===== config.mk =====
export PLATFORM = sky130hd
export DESIGN_NAME = lza_norm_arb_flat
export DESIGN_NICKNAME = d
export VERILOG_FILES = /design/src/rtl/lza_norm_arb_if.sv /design/src/rtl/lza_norm_arb.sv /design/src/flat_wrapper.sv
export SDC_FILE = /design/constraint.sdc
export NUM_CORES = 1
export LEC_CHECK = 0
export CAP_MARGIN = 20
export CORE_AREA = 2 2 114 138
export CTS_CLUSTER_SIZE = 16
export DETAILED_ROUTE_END_ITERATION = 12
export DIE_AREA = 0 0 116 140
export PLACE_DENSITY = 0.72
export SLEW_MARGIN = 20
export SYNTH_ARGS = -nofsm -noshare
export SYNTH_HDL_FRONTEND = slang
export SYNTH_SLANG_ARGS = --single-unit

===== constraint.sdc =====
create_clock -name clk -period 5.85 [get_ports clk]
set_input_delay 1.755 -clock clk [delete_from_list [all_inputs] [get_ports clk]]
set_output_delay 1.755 -clock clk [all_outputs]
set_load 0.05 [all_outputs]

===== src/rtl/lza_norm_arb_if.sv =====
// Request/result bundle for the shared normalization unit: per-lane requests in,
// one registered result out. The DUT takes the slave view, lanes and consumer the master view.
interface lza_norm_arb_if #(
  parameter int NREQ = 4,
  parameter int IDW  = 2
);
  logic [NREQ-1:0]      req_valid;
  logic [32*NREQ-1:0]   req_data;
  logic [NREQ-1:0]      req_ready;
  logic                 out_valid;
  logic                 out_ready;
  logic [IDW-1:0]       out_id;
  logic [5:0]           out_count;
  logic [31:0]          out_norm;
  logic                 out_zero;

  modport master (
    output req_valid, req_data, out_ready,
    input  req_ready, out_valid, out_id, out_count, out_norm, out_zero
  );

  modport slave (
    input  req_valid, req_data, out_ready,
    output req_ready, out_valid, out_id, out_count, out_norm, out_zero
  );
endinterface


===== src/rtl/lza_norm_arb.sv =====
// Round-robin arbiter feeding one 32-bit leading-zero counter and left shifter,
// with a single registered valid/ready result stage.
module lza_norm_arb #(
  parameter int NREQ = 4,
  parameter int IDW  = 2
) (
  input  logic             clk,
  input  logic             rst_n,
  lza_norm_arb_if.slave    bus
);

  logic [IDW-1:0] ptr;
  logic [IDW-1:0] ptr_nxt;
  logic [IDW-1:0] winner;
  logic [IDW-1:0] idx;
  logic           found;
  logic           load_en;
  logic           accept;
  logic [31:0]    operand;
  logic [3:0]     byte_cnt [4];
  logic [3:0]     byte_zero;
  logic [5:0]     lz_count;
  logic [31:0]    lz_norm;

  function automatic logic [3:0] lzc8(input logic [7:0] b);
    logic [3:0] n;
    n = 4'd8;
    // Ascending scan: the highest set bit is the last to write n.
    for (int i = 0; i < 8; i++) begin
      if (b[i]) n = 4'(7 - i);
    end
    return n;
  endfunction

  // NOTE: every output of a combinational block gets a default before any
  // conditional logic, so no path leaves a value unassigned and no latch is inferred.
  always_comb begin
    winner = '0;
    found  = 1'b0;
    idx    = '0;
    for (int off = 0; off < NREQ; off++) begin
      idx = IDW'((int'(ptr) + off) % NREQ);
      if (!found && bus.req_valid[idx]) begin
        found  = 1'b1;
        winner = idx;
      end
    end
  end

  // rst_n gates the grant so no lane sees a handshake while the unit is held in reset.
  assign load_en = !bus.out_valid || bus.out_ready;
  assign accept  = found && load_en && rst_n;
  assign ptr_nxt = (winner == IDW'(NREQ - 1)) ? '0 : winner + 1'b1;

  always_comb begin
    bus.req_ready = '0;
    if (accept) bus.req_ready[winner] = 1'b1;
  end

  assign operand = bus.req_data[32*int'(winner) +: 32];

  always_comb begin
    for (int k = 0; k < 4; k++) begin
      byte_cnt[k]  = lzc8(operand[8*k +: 8]);
      byte_zero[k] = (operand[8*k +: 8] == 8'h00);
    end
  end

  // Lower bytes contribute only while every byte above them is zero.
  always_comb begin
    lz_count = 6'(byte_cnt[3]);
    if (byte_zero[3]) begin
      lz_count = lz_count + 6'(byte_cnt[2]);
      if (byte_zero[2]) begin
        lz_count = lz_count + 6'(byte_cnt[1]);
        if (byte_zero[1]) lz_count = lz_count + 6'(byte_cnt[0]);
      end
    end
  end

  assign lz_norm = operand << lz_count;

  // NOTE: sequential state uses non-blocking assignments so every register
  // samples pre-edge values, independent of statement order.
  always_ff @(posedge clk or negedge rst_n) begin
    if (!rst_n) begin
      ptr           <= '0;
      bus.out_valid <= 1'b0;
      bus.out_id    <= '0;
      bus.out_count <= '0;
      bus.out_norm  <= '0;
      bus.out_zero  <= 1'b0;
    end else if (accept) begin
      ptr           <= ptr_nxt;
      bus.out_valid <= 1'b1;
      bus.out_id    <= winner;
      bus.out_count <= lz_count;
      bus.out_norm  <= lz_norm;
      bus.out_zero  <= (lz_count == 6'd32);
    end else if (bus.out_ready) begin
      bus.out_valid <= 1'b0;
    end
  end

endmodule


===== src/flat_wrapper.sv =====
// flat-port wrapper written by rule: the top's interface ports become plain ports
module lza_norm_arb_flat 
#(
  parameter int NREQ = 4,
  parameter int IDW  = 2
)
  (clk, rst_n, bus_req_valid, bus_req_data, bus_out_ready, bus_req_ready, bus_out_valid, bus_out_id, bus_out_count, bus_out_norm, bus_out_zero);
  lza_norm_arb_if #(.NREQ(NREQ), .IDW(IDW)) bus_i ();
  input  logic clk;
  input  logic rst_n;
  input wire logic [$bits(bus_i.req_valid)-1:0] bus_req_valid;
  input wire logic [$bits(bus_i.req_data)-1:0] bus_req_data;
  input wire logic [$bits(bus_i.out_ready)-1:0] bus_out_ready;
  output wire logic [$bits(bus_i.req_ready)-1:0] bus_req_ready;
  output wire logic [$bits(bus_i.out_valid)-1:0] bus_out_valid;
  output wire logic [$bits(bus_i.out_id)-1:0] bus_out_id;
  output wire logic [$bits(bus_i.out_count)-1:0] bus_out_count;
  output wire logic [$bits(bus_i.out_norm)-1:0] bus_out_norm;
  output wire logic [$bits(bus_i.out_zero)-1:0] bus_out_zero;
  assign bus_i.req_valid = bus_req_valid;
  assign bus_i.req_data = bus_req_data;
  assign bus_i.out_ready = bus_out_ready;
  assign bus_req_ready = bus_i.req_ready;
  assign bus_out_valid = bus_i.out_valid;
  assign bus_out_id = bus_i.out_id;
  assign bus_out_count = bus_i.out_count;
  assign bus_out_norm = bus_i.out_norm;
  assign bus_out_zero = bus_i.out_zero;
  lza_norm_arb #(.NREQ(NREQ), .IDW(IDW)) u_core (.clk(clk), .rst_n(rst_n), .bus(bus_i));
endmodule

After elaboration in Yosys (flattened, before gate mapping)

Index checks and enable logic that the tools add are counted.

$add $sub $neg: 7
Magnitude comparators: 6
Equality and inequality tests: 2
Shift-type cells: 2
Multiplexer cells: 57
Reduce and logical (&&, ||, !) cells: 15

Operators with widths:

| kind                                                               | number |
|---|---|
| two-way mux 4 bit                                                  | 33 |
| variable part select 128 x 8 -> 32 bit                             | 1 |
| << shifter 32 x 6 -> 32 bit                                        | 1 |
| zero test 8 bit                                                    | 3 |
| two-way mux 6 bit                                                  | 3 |
| less-than comparator 2 x 3 -> 1 bit (second input constant)        | 5 |
| adder 6 x 4 -> 6 bit                                               | 2 |
| two-way mux 1 bit                                                  | 11 |
| two-way mux 2 bit                                                  | 5 |
| binary-select mux 1 bit (select 2 bit)                             | 4 |
| == test 6 bit (second input constant)                              | 1 |
| logical AND 1 bit                                                  | 6 |
| adder 4 x 4 -> 5 bit                                               | 1 |
| adder 2 x 1 -> 2 bit (second input constant)                       | 2 |
| adder 2 bit (second input constant)                                | 2 |
| zero test 1 bit                                                    | 4 |
| demux 1 bit (select 2 bit)                                         | 1 |
| == test 2 bit (second input constant)                              | 1 |
| greater-or-equal comparator 2 x 1 -> 1 bit (second input constant) | 1 |
| nonzero test 2 bit                                                 | 1 |
| logical OR 1 bit                                                   | 1 |

Flip-flop bits (word level): 44
Bits of input ports: 135
Output and inout port bits: 46

Longest topological paths before layout

Word-level depth: 28
Depth in mapped cells: 33

Worst setup path after synthesis

No wires, ideal clock.

Kind: in2reg
Start point: in bus_req_valid[0]
End point: reg u_core.bus.out_norm[28]
Arrival time: 7.526 ns
Required time: 5.716 ns
Slack: -1.810 ns
Stages: 31
Cells stage by stage: and2_4 > o21a_1 > nor3_4 > inv_2 > buf_6 > buf_6 > buf_6 > mux2i_1 > mux2i_1 > o211ai_1 > nand3_1 > a21o_1 > clkinv_1 > ha_1 > inv_1 > fa_1 > fa_1 > inv_1 > ha_1 > a21o_1 > a21oi_1 > inv_1 > a21oi_1 > o311ai_0 > a211oi_1 > nor2_1 > nand2_1 > clkbuf_1 > nor2_1 > a221oi_1 > nand3_1

Cells in the longest elaborated chain, start to end: 28

RTL lines:

| item                                    | RTL line              | RTL |
|---|---|---|
| start, declared                         | flat_wrapper.sv:11    | `input wire logic [$bits(bus_i.req_valid)-1:0] bus_req_valid;` |
| binary-select mux 1 bit (select 2 bit)  | lza_norm_arb.sv:43    | `if (!found && bus.req_valid[idx]) begin` |
| two-way mux 1 bit (not written as such) | lza_norm_arb.sv:43    |  |
| two-way mux 1 bit                       | lza_norm_arb.sv:43    |  |
| zero test 1 bit                         | lza_norm_arb.sv:43    |  |
| logical AND 1 bit                       | lza_norm_arb.sv:43    |  |
| two-way mux 1 bit                       | lza_norm_arb.sv:43    |  |
| zero test 1 bit                         | lza_norm_arb.sv:43    |  |
| logical AND 1 bit                       | lza_norm_arb.sv:43    |  |
| (+5 left out)                           | -                     |  |
| two-way mux 4 bit (8 in a row)          | lza_norm_arb.sv:30    | `if (b[i]) n = 4'(7 - i);` |
| adder 4 x 4 -> 5 bit                    | lza_norm_arb.sv:73    | `lz_count = lz_count + 6'(byte_cnt[2]);` |
| adder 6 x 4 -> 6 bit                    | lza_norm_arb.sv:75    | `lz_count = lz_count + 6'(byte_cnt[1]);` |
| adder 6 x 4 -> 6 bit                    | lza_norm_arb.sv:76    | `if (byte_zero[1]) lz_count = lz_count + 6'(byte_cnt[0]);` |
| two-way mux 6 bit                       | lza_norm_arb.sv:76    |  |
| two-way mux 6 bit                       | lza_norm_arb.sv:74    | `if (byte_zero[2]) begin` |
| two-way mux 6 bit                       | lza_norm_arb.sv:72    | `if (byte_zero[3]) begin` |
| << shifter 32 x 6 -> 32 bit             | lza_norm_arb.sv:81    | `assign lz_norm = operand << lz_count;` |
| end signal, assigned                    | lza_norm_arb.sv:98    | `bus.out_norm <= lz_norm;` |
| end, declared                           | lza_norm_arb_if.sv:24 | `output req_ready, out_valid, out_id, out_count, out_norm, out_zero` |

Parallel ways exist; a longest one is shown, timed or not. The select of a mux whose other input is x is not followed.
A chain may end at the register's enable or synchronous reset.

Worst setup path in the final report

Start point: in bus_req_valid[0]
End point: reg u_core.bus.out_norm[20]

Same word-level chain as after synthesis.

==> flow_summary.yaml <==
global_route:
  antenna_found_initial: 0
  track_usage_pct: 31.30
  grt_pass1_wl_mm: 40.14
  gr-total-overflow: 0
  grt_max_degree: 54
  grt_pass1_vias: 7908
die:
  rows: 49
  die_y_um: 140
  die_w_um: 116
  coreArea_um2: 14840
  io_pins: 181
  start_util_pct: 39.16
  die_area_um2: 16240
sta:
  clock.fmax_mhz: 139.3
  rsz0062_at_grt: "true"
  setup_slack_ns: -1.331
  period_minus_slack_ns: 7.181
  hold_viol: 0
  hold_ws_ns: 0.4786
  report.final.slew_viol_count: 0
  fin_worst_skew_ns: 0.006246
  tightest_slew_ns: 0.6236
  relSlewSlack_pct: 58.43
  setup_viol: 38
  min_period_over_period_pct: 122.7
  setup_tns_ns: -41.16
synthesis:
  synth-edff-count: 0
  synthAdderAreaFrac_pct: 4.479
  synth_area_um2: 5811
  yosysTopAreaCellShare_pct: 18.95
  synthMuxAreaShare_pct: 19.60
  netlist_instances: 745
  yosysWarnings: 0
  ys_seq_area_share_pct: 18.95
  synth_top_family_by_area: "compound AO/OA/AOI/OAI gates"
  yosysTopAreaCell: "dfrtp_1"
  synth_compound_area_share_pct: 27.39
  async_reset_ff_share_pct: 100.0
  synth_top_flop_cell: "dfrtp_1"
  synth.distinct_cells: 79
  syn_nets: 899
  yosys-top-cells-area: "dfrtp_1, mux2i_1, nand2_1, mux2_2, nand3_1"
  ys_ff_latch: 44
  synth-xor-area-share_pct: 1.055
  synthSimpleGateAreaFrac_pct: 21.88
  synth_area_per_cell_um2: 7.799
placed_design:
  place_ws_ns: -1.966
  hpwl_mm: 19.21
  routabilityCongestion: 0.9706
  io_buffers: 180
worst_hold_path:
  hold_class: "flip-flop to flip-flop"
  whs_endpoint: "u_core.bus.out_count[0]"
  hp-start: "u_core.bus.out_count[0]"
  hold_depth: 2
clock_tree:
  cts.path.max_buffers: 2
  postCtsHoldBufs: 0
  root_buffer: "clkbuf_16"
  clock_sinks: 44
  clk_latency_ns: 0.30
  cts_tree: "yes"
  path_clk_slew_ns: 0.06
  cts-htree-levels: 2
  cts_inserted_buffers: 5
detailed_routing:
  drt-initial-drc-count: 626
  viasPerCell: 5.944
  wl_mm: 27.10
  vias: 8066
  wire_per_inst_um: 19.97
  drtPass1Iterations: 7
  antenna_left: 0
  drc: 0
worst_setup_path:
  crit_top_cell: "buf_4"
  crit_path_end_kind: "flip-flop"
  arrival_ns: 7.33
  startpoint_type: "input pin"
  critPathMaxFanout: 9
  worstSetupPathType: "input pin to flip-flop"
  rrSetupSlack_ns: -0.24
  worstPathRequired_ns: 6.00
  reg2reg_depth: 34
  worst_path_max_delay_cell: "a222oi_1"
  slowest_delay_ns: 0.38
  r2r-end: "u_core.bus.out_norm[20]"
  r2r-start: "u_core.ptr[1]"
status:
  status: "finished with violations"
  violations: "setup timing"
finish:
  nets: 1307
  final_cell_mix: "buf_4, clkdlybuf4s50_1, nand2_1"
  final_util_pct: 74.61
  final_common_cell: "buf_4"
  area_growth_pct: 90.50
  diodes: 0
  final_layout_size_suffix_gt1_share_pct: 41.20
pwr:
  power_mw: 7.650
  p_leak_nw: 4.761
  ir_drop_v: 0.0003260
  power_density_nw_per_um2: 691.1
flow_run:
  maxCapViolCount: 0
==> how the worst max path moves through the flow <==
stage | startpoint | endpoint | slack, ns
floorplan | bus_req_valid[0] | u_core.bus.out_norm[28] | -1.21
global placement | bus_req_valid[1] | u_core.bus.out_norm[27] | -1.86
detailed placement | bus_req_valid[1] | u_core.bus.out_norm[22] | -1.97
CTS | bus_req_valid[0] | u_core.bus.out_norm[31] | -1.10
global route | bus_req_valid[1] | u_core.bus.out_norm[20] | -1.44
finish | bus_req_valid[0] | u_core.bus.out_norm[20] | -1.33
==> registers in the layout, indices dropped and copies added, names as in the netlist <==
register              cells
u_core.bus.out_norm      32
u_core.bus.out_count      6
u_core.bus.out_valid      1
u_core.bus.out_id         2
u_core.ptr                2
u_core.bus.out_zero       1
==> per-stage QoR <==
| step | area [um^2] | instances |
|---|---|---|
| finish | 11070 | 1357 |
| global route | 11070 | 1357 |
| floorplan | 6085 | 745 |
| global placement | 9478 | 1291 |
| CTS | 10680 | 1346 |
| detailed placement | 9478 | 1291 |
==> repair_timing <==
item / 4_1_cts / 5_1_grt
setup endpoints to repair: 38 / 38
cloned: 2 / 0
pin swaps: 61 / 63
buffers inserted: 50 / 15
resized for setup: 153 / 73
hold endpoints to repair: 0 / 0
==> cell type report <==
| cell class | instances | area (um^2) |
|---|---|---|
| inverters | 29 | 115.1 |
| repair buffers | 452 | 4135 |
| clock inverters | 1 | 5.005 |
| flip-flops and latches | 44 | 1101 |
| well taps | 204 | 255.2 |
| clock buffers | 6 | 128.9 |
| fillers | 1063 | 3767 |
| multi-input cells | 621 | 5329 |
==> critical path: cells and delay by family <==
family | cells | cell delay [ns]
compound gates | 7 | 1.65
simple gates | 2 | 0.33
buf+inv | 22 | 2.74
mux | 4 | 0.83
==> synth_stat cells, types with 6 or more instances <==
| master | instances |
|---|---|
| nand2b_1 | 9 |
| nor3_1 | 17 |
| nand3_1 | 49 |
| nor2_1 | 41 |
| o31ai_1 | 7 |
| o211a_1 | 6 |
| a21boi_0 | 16 |
| clkbuf_1 | 29 |
| mux2i_1 | 82 |
| dfrtp_1 | 44 |
| a211oi_1 | 25 |
| nand4_1 | 8 |
| buf_2 | 11 |
| o21ai_0 | 38 |
| o22ai_1 | 6 |
| a21oi_1 | 27 |
| mux2_2 | 23 |
| o21ai_1 | 6 |
| a21o_1 | 9 |
| inv_1 | 25 |
| buf_6 | 6 |
| a22oi_1 | 7 |
| ha_1 | 16 |
| or2_2 | 9 |
| a22o_1 | 8 |
| xnor2_1 | 7 |
| o211ai_1 | 14 |
| nand2_1 | 104 |
==> power by group <==
part,internal [mW],switching [mW]
Clock,0.155,0.118
Sequential,0.431,0.0765
Combinational,3.30,3.57
==> routing by layer <==
| metal | GRT usage [%] | wire (um) |
|---|---|---|
| met1 | 35.19 | 9517 |
| met2 | 55.00 | 13440 |
| met5 | 0 | 0 |
| met3 | 3.418 | 2002 |
| met4 | 20.55 | 2143 |
==> kinds of logic (layout without fill, tap and decap cells) <==
group / count (synthesis) / count (layout)
AND/OR/NAND/NOR: 265 / 265
AO/OA/AOI/OAI: 222 / 222
multiplexers: 108 / 108
buffers and inverters: 80 / 488
flip-flops: 44 / 44
adder cells (fa/ha/maj): 19 / 19
XOR/XNOR: 7 / 7
(Power assumes the default switching activity.)
